$ cat src/rtl/saa1099_i2s_out.sv
// SAA1099 stereo mixer output -> Philips I2S serialiser (64 BCLK per frame, 32-bit slots).
// Optional boxcar decimation of the input samples is enabled by defining SAA_I2S_AVG_EN.
module saa1099_i2s_out #(
  parameter int BCLK_HALF = 4,
  parameter int AVG_LOG2  = 3
) (
  input  logic       clk_sys,
  input  logic       rst_n,
  input  logic       ce,
  input  logic [7:0] in_l,
  input  logic [7:0] in_r,
  input  logic       mute,
  output logic       i2s_bclk,
  output logic       i2s_lrclk,
  output logic       i2s_data,
  output logic       frame_strobe
);
  localparam logic [7:0] DIV_LAST = 8'(BCLK_HALF - 1);

  if (BCLK_HALF < 1 || BCLK_HALF > 255 || AVG_LOG2 < 1 || AVG_LOG2 > 6) begin : g_param_chk
    $error("saa1099_i2s_out: parameter out of range");
  end

  function automatic logic [15:0] to_s16(input logic [7:0] x);
    return {~x[7], x[6:0], 8'h00};
  endfunction

  logic [7:0]  div_cnt_q, div_cnt_d;
  logic        bclk_q, bclk_d, lrclk_q, lrclk_d, data_q, data_d;
  logic        strobe_q, strobe_d, mute_q, mute_d;
  logic [5:0]  bit_cnt_q, bit_cnt_d, bit_nxt;
  logic [15:0] hold_l_q, hold_l_d, hold_r_q, hold_r_d;
  logic [15:0] shift_l_q, shift_l_d, shift_r_q, shift_r_d;
  logic [15:0] word;
  logic [4:0]  slot;
  logic [3:0]  bit_sel;
  logic        fall;

`ifdef SAA_I2S_AVG_EN
  localparam int ACC_W = 8 + AVG_LOG2;
  logic [ACC_W-1:0]    acc_l_q, acc_l_d, acc_r_q, acc_r_d, sum_l, sum_r;
  logic [AVG_LOG2-1:0] avg_cnt_q, avg_cnt_d;

  // Sum of 2^AVG_LOG2 8-bit samples fits ACC_W exactly, so the mean is the top 8 bits.
  always_comb begin
    hold_l_d  = hold_l_q;
    hold_r_d  = hold_r_q;
    acc_l_d   = acc_l_q;
    acc_r_d   = acc_r_q;
    avg_cnt_d = avg_cnt_q;
    sum_l     = acc_l_q + ACC_W'(in_l);
    sum_r     = acc_r_q + ACC_W'(in_r);
    if (ce) begin
      if (&avg_cnt_q) begin
        hold_l_d  = to_s16(8'(sum_l >> AVG_LOG2));
        hold_r_d  = to_s16(8'(sum_r >> AVG_LOG2));
        acc_l_d   = '0;
        acc_r_d   = '0;
        avg_cnt_d = '0;
      end else begin
        acc_l_d   = sum_l;
        acc_r_d   = sum_r;
        avg_cnt_d = avg_cnt_q + AVG_LOG2'(1);
      end
    end
  end

  always_ff @(posedge clk_sys) begin
    if (!rst_n) begin
      acc_l_q   <= '0;
      acc_r_q   <= '0;
      avg_cnt_q <= '0;
    end else begin
      acc_l_q   <= acc_l_d;
      acc_r_q   <= acc_r_d;
      avg_cnt_q <= avg_cnt_d;
    end
  end
`else
  always_comb begin
    hold_l_d = hold_l_q;
    hold_r_d = hold_r_q;
    if (ce) begin
      hold_l_d = to_s16(in_l);
      hold_r_d = to_s16(in_r);
    end
  end
`endif

  always_comb begin
    div_cnt_d = div_cnt_q + 8'd1;
    bclk_d    = bclk_q;
    fall      = 1'b0;
    if (div_cnt_q == DIV_LAST) begin
      div_cnt_d = '0;
      bclk_d    = ~bclk_q;
      fall      = bclk_q;
    end
    bit_nxt   = bit_cnt_q + 6'd1;
    slot      = bit_nxt[4:0];
    bit_sel   = 4'(5'd16 - slot);
    word      = bit_nxt[5] ? shift_r_q : shift_l_q;
    bit_cnt_d = bit_cnt_q;
    lrclk_d   = lrclk_q;
    data_d    = data_q;
    strobe_d  = 1'b0;
    shift_l_d = shift_l_q;
    shift_r_d = shift_r_q;
    mute_d    = mute_q;
    // Everything serial moves on the BCLK falling edge so the codec samples mid-bit.
    if (fall) begin
      bit_cnt_d = bit_nxt;
      lrclk_d   = bit_nxt[5];
      if (bit_nxt == 6'd0) begin
        mute_d    = mute;
        shift_l_d = mute ? 16'h0 : hold_l_q;
        shift_r_d = mute ? 16'h0 : hold_r_q;
        strobe_d  = 1'b1;
      end
      data_d = (slot >= 5'd1 && slot <= 5'd16) ? (word[bit_sel] & ~mute_d) : 1'b0;
    end
  end

  always_ff @(posedge clk_sys) begin
    if (!rst_n) begin
      div_cnt_q <= '0;
      bclk_q    <= 1'b0;
      bit_cnt_q <= '0;
      lrclk_q   <= 1'b0;
      data_q    <= 1'b0;
      strobe_q  <= 1'b0;
      mute_q    <= 1'b0;
      hold_l_q  <= '0;
      hold_r_q  <= '0;
      shift_l_q <= '0;
      shift_r_q <= '0;
    end else begin
      div_cnt_q <= div_cnt_d;
      bclk_q    <= bclk_d;
      bit_cnt_q <= bit_cnt_d;
      lrclk_q   <= lrclk_d;
      data_q    <= data_d;
      strobe_q  <= strobe_d;
      mute_q    <= mute_d;
      hold_l_q  <= hold_l_d;
      hold_r_q  <= hold_r_d;
      shift_l_q <= shift_l_d;
      shift_r_q <= shift_r_d;
    end
  end

  assign i2s_bclk     = bclk_q;
  assign i2s_lrclk    = lrclk_q;
  assign i2s_data     = data_q;
  assign frame_strobe = strobe_q;
endmodule

$ cat config.mk
export PLATFORM = sky130hd
export DESIGN_NAME = saa1099_i2s_out
export DESIGN_NICKNAME = d
export VERILOG_FILES = /design/src/rtl/saa1099_i2s_out.sv
export SDC_FILE = /design/constraint.sdc
export NUM_CORES = 1
export LEC_CHECK = 0
export CAP_MARGIN = 15
export CORE_ASPECT_RATIO = 1.4
export CORE_MARGIN = 4
export CORE_UTILIZATION = 58
export DETAILED_ROUTE_END_ITERATION = 10
export GPL_TIMING_DRIVEN = 0
export PLACE_DENSITY_LB_ADDON = 0.2
export SLEW_MARGIN = 20
export SYNTH_ARGS = -nofsm -noshare
export SYNTH_HDL_FRONTEND = slang
export SYNTH_SLANG_ARGS = --single-unit
export TNS_END_PERCENT = 50
$ cat constraint.sdc
create_clock -name clk_sys -period 4.99 [get_ports clk_sys]
set_clock_uncertainty 0.2 [all_clocks]
set_input_delay 0.499 -clock clk_sys [delete_from_list [all_inputs] [get_ports clk_sys]]
set_output_delay 0.499 -clock clk_sys [all_outputs]
set_load 0.05 [all_outputs]
==> results of run 1 <==
[power by group through the flow]
stage	Sequential, W	Clock, W	Combinational (W)
final	0.000418	0.000221	0.0000561
after global routing	0.000420	0.000238	0.0000628
after CTS	0.000418	0.000226	0.0000561
after detailed placement	0.000427	0	0.0000557
after global placement	0.000427	0	0.0000547
after floorplan	0.000427	0	0.0000302
[sequential cells by signal, summed over array words and instances, names as in the netlist]
register,flops
shift_l_q,8
mute_q,1
frame_strobe,1
shift_r_q,8
i2s_bclk,1
hold_r_q,8
div_cnt_q,8
i2s_data,1
hold_l_q,8
bit_cnt_q,5
i2s_lrclk,1
[final timing paths]
kind / end / slack [ns] / start / cells past startpoint
worst min register to register: shift_l_q[15] / 0.26 / shift_l_q[15] / 2
worst max-delay path: i2s_data / 2.33 / bit_cnt_q[0] / 10
worst max register to register: i2s_data / 2.33 / bit_cnt_q[0] / 10
worst min-delay path: shift_l_q[15] / 0.26 / shift_l_q[15] / 2
[final cells by class]
| type | count | area, um^2 |
|---|---|---|
| multi-input combinational | 187 | 1170 |
| fill | 316 | 1090 |
| sequential | 50 | 1000 |
| timing repair buffer | 22 | 220 |
| buffer | 17 | 81.3 |
| clock buffer | 7 | 76.3 |
| tap | 42 | 52.6 |
| inverter | 5 | 18.8 |
[critical path, delay by kind of cell, from the launching register on]
| family | cells | cell delay [ns] |
|---|---|---|
| AOI/OAI and AO/OA | 4 | 0.44 |
| adders and majority gates | 1 | 0.40 |
| buffers and inverters | 3 | 0.78 |
| DFF | 1 | 0.35 |
| muxes | 2 | 0.37 |
[layout by cell type (no fill, tap or decap), drive strengths merged, types with 3 or more instances in the layout]
cell type       n
nand2b          4
xor2            8
nor2           31
a21oi          29
nand3           8
buf             6
nand3b         17
clkdlybuf4s50  22
and3            3
a211oi          3
ha              3
nor3            7
or4             3
mux2i          23
nand2          25
inv             4
dfxtp          50
clkbuf         18
xnor2           3
o21ai           4
[logic make-up after synthesis]
logic type / count (synthesis) / synth area share, %
compound gates: 42 / 10.4
simple gates: 107 / 24.6
mux: 24 / 10.6
fa+ha+maj: 3 / 1.65
flops: 50 / 44.1
xor+xnor: 11 / 4.24
buf+inv: 22 / 4.41
[per-stage QoR]
stage          power [W]  hold WS (ns)  area (um^2)  util (%)  cells
2_1_floorplan   0.000458         0.227         2270         -    259
3_3_place_gp    0.000481         0.242         2540      68.6    323
3_5_place_dp    0.000483         0.246         2540      68.6    323
4_1_cts         0.000700         0.258         2620      70.6    330
5_1_grt         0.000721         0.285         2620      70.6    330
6_report        0.000695         0.255         2620      70.6    330
[layer usage]
metal / vias up / part of all wire [%] / wire, um
li1: 952 / - / -
met1: 891 / 43 / 2040
met2: 31 / 52 / 2490
met3: 12 / 2.8 / 136
met4: 0 / 2.7 / 129
met5: - / 0 / 0
==> flow_metrics.tcl, run 1 <==
set metrics [dict create \
    synth_seq_area_share_pct 44.1 \
    fp.dieW_um 60.9 \
    p_switching_w 0.000159 \
    use_met2_pct 36.9 \
    routed_wl_mm 4.80 \
    clock-root-buffer "clkbuf_8" \
    worst_pin_slew_ns 0.601 \
    ys_seq_elements 50 \
    antennaDiodeCount 0 \
    pre_cts_ws_ns 2.33 \
    comb_power_share_pct 8.1 \
    crit_required_ns 4.99 \
    area_growth_pct 15.4 \
    viasPerCell 5.72 \
    rsz0062_at_grt "false" \
    hold_buffers 0 \
    cts_tree "done" \
    crit_path_top_delay_cell "clkbuf_1" \
    fp-row-count 26 \
    grt_max_degree 14 \
    worst_ep_arrival_time_ns 2.65 \
    clock_path_buffers 2 \
    drcViolationCount 0 \
    ys_top_cells_by_area "dfxtp_1 (44%), mux2i_1 (10%), a21oi_1 (6.4%), nand3b_1 (5.6%), nor2_1 (5.1%)" \
    yosysMostFrequentCell "dfxtp_1" \
    maxCapViolations 0 \
    setup_ws_ns 2.33 \
    initial_core_util_pct 61.2 \
    syn_area_mm2 0.00227 \
    seq_power_share_pct 60.1 \
    power.density_mw_per_mm2 265 \
    ctsResizeCount 0 \
    hold_violations 0 \
    synthCells 259 \
    drv_slew 0 \
    synth_edf_count 0 \
    dr.pass1.iters 4 \
    fin_nets 311 \
    gr-usage-all-layers_pct 21.4 \
    finalSetupViolations 0 \
    period_minus_slack_ns 2.66 \
    fmax_ghz 0.376 \
    path_common_cell "a21oi_1" \
    coreArea_mm2 0.00371 \
    die-height_um 82.0 \
    cpPeakStageDelay_ns 0.41 \
    synth.top_cell.area_share_pct 44.1 \
    worstPathCellList "buf_2 -> inv_1 -> ha_1 -> clkbuf_1 -> mux2i_1 -> a21oi_1 -> mux2i_1 -> a21oi_1 -> a21oi_1 -> o21ai_0" \
    htree_levels 2 \
    maxSlewHeadroom_pct 60.0 \
    port_buffers 22 \
    synthArstFlopShare_pct 0 \
    grt_pass1_vias 1799 \
    cts.sinks 50 \
    fin_crit_sh_pct 53.2 \
    ant_nets 0 \
    yosys_warnings 0 \
    min_path_type "flop to flop" \
    antenna_found_initial 0 \
    synthTopCellsByCount "dfxtp_1 (50), nor2_1 (31), a21oi_1 (29)" \
    gp_congestion 0.869 \
    post_cts_buffers 0 \
    clock_latency_ns 0.30 \
    power.internal_w 0.000536 \
    ir_drop_uv 243 \
    crit_path_max_fanout 10 \
    p_leak_nw 0.921 \
    die_area_mm2 0.00499 \
    vias 1886 \
    critPathCaptureType "flop" \
    grtUsageMet1_pct 25.5 \
    synth_fp_nets 282 \
    p_sw_share_pct 22.9 \
    clkPwrFrac_pct 31.8 \
    syn_avg_cell_area_um2 8.77 \
    grt_first_pass_wirelength_mm 8.07 \
    wl_per_cell_um 14.6 \
    ys.flop_type "dfxtp_1" \
    fin_tns_setup_ns 0 \
    start_kind "flop" \
    drive_above_1_share_pct 4.51 \
    drtIter0Drc 121 \
    grt_overflow_total 0 \
    yosysTopAreaCell "dfxtp_1" \
    cts.clk_slew.worst_paths_ns 0.09 \
    dp_hpwl_mm 3.50 \
    crit_type "flop to flop" \
    status "completed" \
    cts_buffers 5 \
    io_pins 24 \
    yosysUniqueCellTypes 36 \
    grt.busiest_layer "met2" \
    grtUsageMet3_pct 3.77 \
]
(Power assumes the default switching activity.)
==> run 2, diff against run 1 <==
--- a/config.mk
+++ b/config.mk
@@ -8,7 +8,7 @@
 export CAP_MARGIN = 15
 export CORE_ASPECT_RATIO = 1.4
 export CORE_MARGIN = 4
-export CORE_UTILIZATION = 58
+export CORE_UTILIZATION = 55
 export DETAILED_ROUTE_END_ITERATION = 10
 export GPL_TIMING_DRIVEN = 0
 export PLACE_DENSITY_LB_ADDON = 0.2
==> constraint.sdc (replaced) <==
create_clock -name clk_sys -period 2.7 [get_ports clk_sys]
set_clock_uncertainty 0.2 [all_clocks]
set_input_delay 0.27 -clock clk_sys [delete_from_list [all_inputs] [get_ports clk_sys]]
set_output_delay 0.27 -clock clk_sys [all_outputs]
set_load 0.05 [all_outputs]
==> run 2 against run 1 <==
Non-clock buffer count is the same. Global-route usage shrank 1.4 points. Hold slack gained 0.0032 ns. Clock power grew 130%. Final cell count grew 0.61%. Critical path depth shrank 3. Die area grew 4.8%. Worst setup slack lost 2.1 ns. First-iteration DRC count shrank 40%. Routed wire length grew 1.2%. Utilization shrank 3.0 points. Clock-buffer cell count shrank 1. Highest routed layer unchanged.
==> flow_metrics.tcl, run 2 (synthesized netlist as in run 1, its figures left out) <==
set metrics [dict create \
    hold_violations 0 \
    p_leak_nw 0.941 \
    crit_type "flop to flop" \
    clock_path_buffers 2 \
    finalSetupViolations 0 \
    routed_wl_mm 4.86 \
    r2r-end "shift_l_q[11]" \
    fmax_ghz 0.408 \
    ir_drop_uv 673 \
    power.internal_w 0.00109 \
    fp.dieW_um 62.3 \
    crit_path_start "div_cnt_q[5]" \
    die_area_mm2 0.00524 \
    area_growth_pct 17.7 \
    maxSlewHeadroom_pct 56.3 \
    dp_hpwl_mm 3.64 \
    final_cells 332 \
    cts_tree "done" \
    seq_area_mm2 0.00100 \
    drive_above_1_share_pct 6.23 \
    fin_crit_sh_pct 90.7 \
    io_pins 24 \
    min_path_type "flop to flop" \
    drcViolationCount 0 \
    start_kind "flop" \
    dr.pass1.iters 4 \
    cts.sinks 50 \
    grt_pass1_vias 1907 \
    hold_buffers 0 \
    coreArea_mm2 0.00395 \
    fin_tns_setup_ns 0 \
    seq_power_share_pct 55.7 \
    fp-row-count 27 \
    grt_first_pass_wirelength_mm 8.45 \
    status "completed" \
    p_switching_w 0.000300 \
    p_sw_share_pct 21.6 \
    rsz0062_at_grt "false" \
    period_minus_slack_ns 2.45 \
    worstReg2RegStart "div_cnt_q[5]" \
    clock_latency_ns 0.30 \
    comb_power_share_pct 7.4 \
    finalPower_w 0.00139 \
    ant_nets 0 \
    antenna_found_initial 0 \
    crit_path_max_fanout 10 \
    multiInputGateArea_mm2 0.00118 \
    crit_required_ns 2.73 \
    clock-root-buffer "clkbuf_8" \
    post_cts_buffers 0 \
    grt_overflow_total 0 \
    htree_levels 2 \
    power.density_mw_per_mm2 519 \
    critPathCaptureType "flop" \
    antennaDiodeCount 0 \
    rr_worst_depth 7 \
    fill_cells 337 \
    fin_nets 311 \
    gr-usage-all-layers_pct 20.0 \
    drtIter0Drc 72 \
    reg2reg_setup_slack_ns 0.25 \
    final_common_cell "dfxtp_1" \
    worst_pin_slew_ns 0.656 \
    ctsResizeCount 0 \
    gp_congestion 0.830 \
    die-height_um 84.0 \
    worst_ep_arrival_time_ns 2.48 \
    cts_buffers 5 \
    hp-start "shift_l_q[9]" \
    post-place-cells 324 \
    viasPerCell 5.65 \
    grt_max_degree 16 \
    cts.clk_slew.worst_paths_ns 0.09 \
    clkPwrFrac_pct 36.9 \
    critical_path.endpoint "shift_l_q[11]" \
    port_buffers 22 \
    vias 1877 \
    drv_slew 0 \
    final_cell_mix "dfxtp_1 (50), nor2_1 (31), a21oi_1 (29), nand2_1 (25), mux2i_1 (23)" \
    wl_per_cell_um 14.6 \
    initial_core_util_pct 57.5 \
    maxCapViolations 0 \
]
[run 2: cell types whose count changed in the layout (fill, tap and decap cells not counted), sizes merged]
cell      before  now
bufinv         0    1
clkinvlp       0    1
clkbuf        18   17
[run 2: final cells by class]
| type | count | area share [%] |
|---|---|---|
| Buffer | 17 | 3.23 |
| Tap cell | 43 | 2.01 |
| Sequential cell | 50 | 37.5 |
| Clock inverter | 2 | 1.40 |
| Clock buffer | 6 | 2.72 |
| Multi-Input combinational cell | 187 | 44.2 |
| Inverter | 5 | 0.702 |
| Timing Repair Buffer | 22 | 8.24 |
[run 2: layer usage]
metal  share of wire [%]  GRT usage, %  vias to the layer above
met5                   0             0                        -
met4                 3.6          9.07                        0
met3                 3.2          4.72                       13
met2                  52          36.4                       41
met1                  41          21.4                      872
li1                    -             -                      951
[run 2: worst min-delay path by stage]
| stage | endpoint | slack [ns] | cells after the start |
|---|---|---|---|
| detailed placement | shift_l_q[15] | 0.25 | 2 |
| global route | shift_l_q[15] | 0.28 | 2 |
| finish | shift_l_q[9] | 0.26 | 2 |
| floorplan | hold_r_q[15] | 0.17 | 1 |
| CTS | shift_l_q[9] | 0.26 | 2 |
| global placement | shift_l_q[11] | 0.24 | 2 |
[run 2: through the flow]
step / hold slack (ns) / util, % / setup slack (ns) / cell area [um^2]
detailed placement: 0.247 / 64.4 / 0.0658 / 2540
global placement: 0.241 / 64.4 / 0.0874 / 2540
floorplan: 0.169 / - / 0.448 / 2270
CTS: 0.259 / 67.2 / 0.0542 / 2660
finish: 0.259 / 67.6 / 0.250 / 2670
global route: 0.280 / 67.6 / 0.0433 / 2670
[run 2: power by group through the flow]
| stage | clock network, W | registers (W) | logic (W) |
|---|---|---|---|
| after floorplan | 0 | 0.000790 | 0.0000559 |
| after global placement | 0 | 0.000789 | 0.000102 |
| after detailed placement | 0 | 0.000790 | 0.000104 |
| after CTS | 0.000525 | 0.000773 | 0.000104 |
| after global routing | 0.000559 | 0.000776 | 0.000115 |
| final | 0.000512 | 0.000773 | 0.000103 |
[run 2: worst max-delay path, cell delays in order, from the launching register on]
cell and delay, ns:
dfxtp_1 0.35, or4_4 0.57, nor4b_4 0.48, nor2b_1 0.21, buf_4 0.17, buf_6 0.14
nand3b_1 0.10, a21oi_1 0.17
==> run 3, diff against run 2 <==
--- a/config.mk
+++ b/config.mk
@@ -12,6 +12,7 @@
 export DETAILED_ROUTE_END_ITERATION = 10
 export GPL_TIMING_DRIVEN = 0
 export PLACE_DENSITY_LB_ADDON = 0.2
+export SKIP_CTS_REPAIR_TIMING = 1
 export SLEW_MARGIN = 20
 export SYNTH_ARGS = -nofsm -noshare
 export SYNTH_HDL_FRONTEND = slang
==> results of run 3 <==
Same layout as run 2: the final DEF is identical, and so are final timing and power.
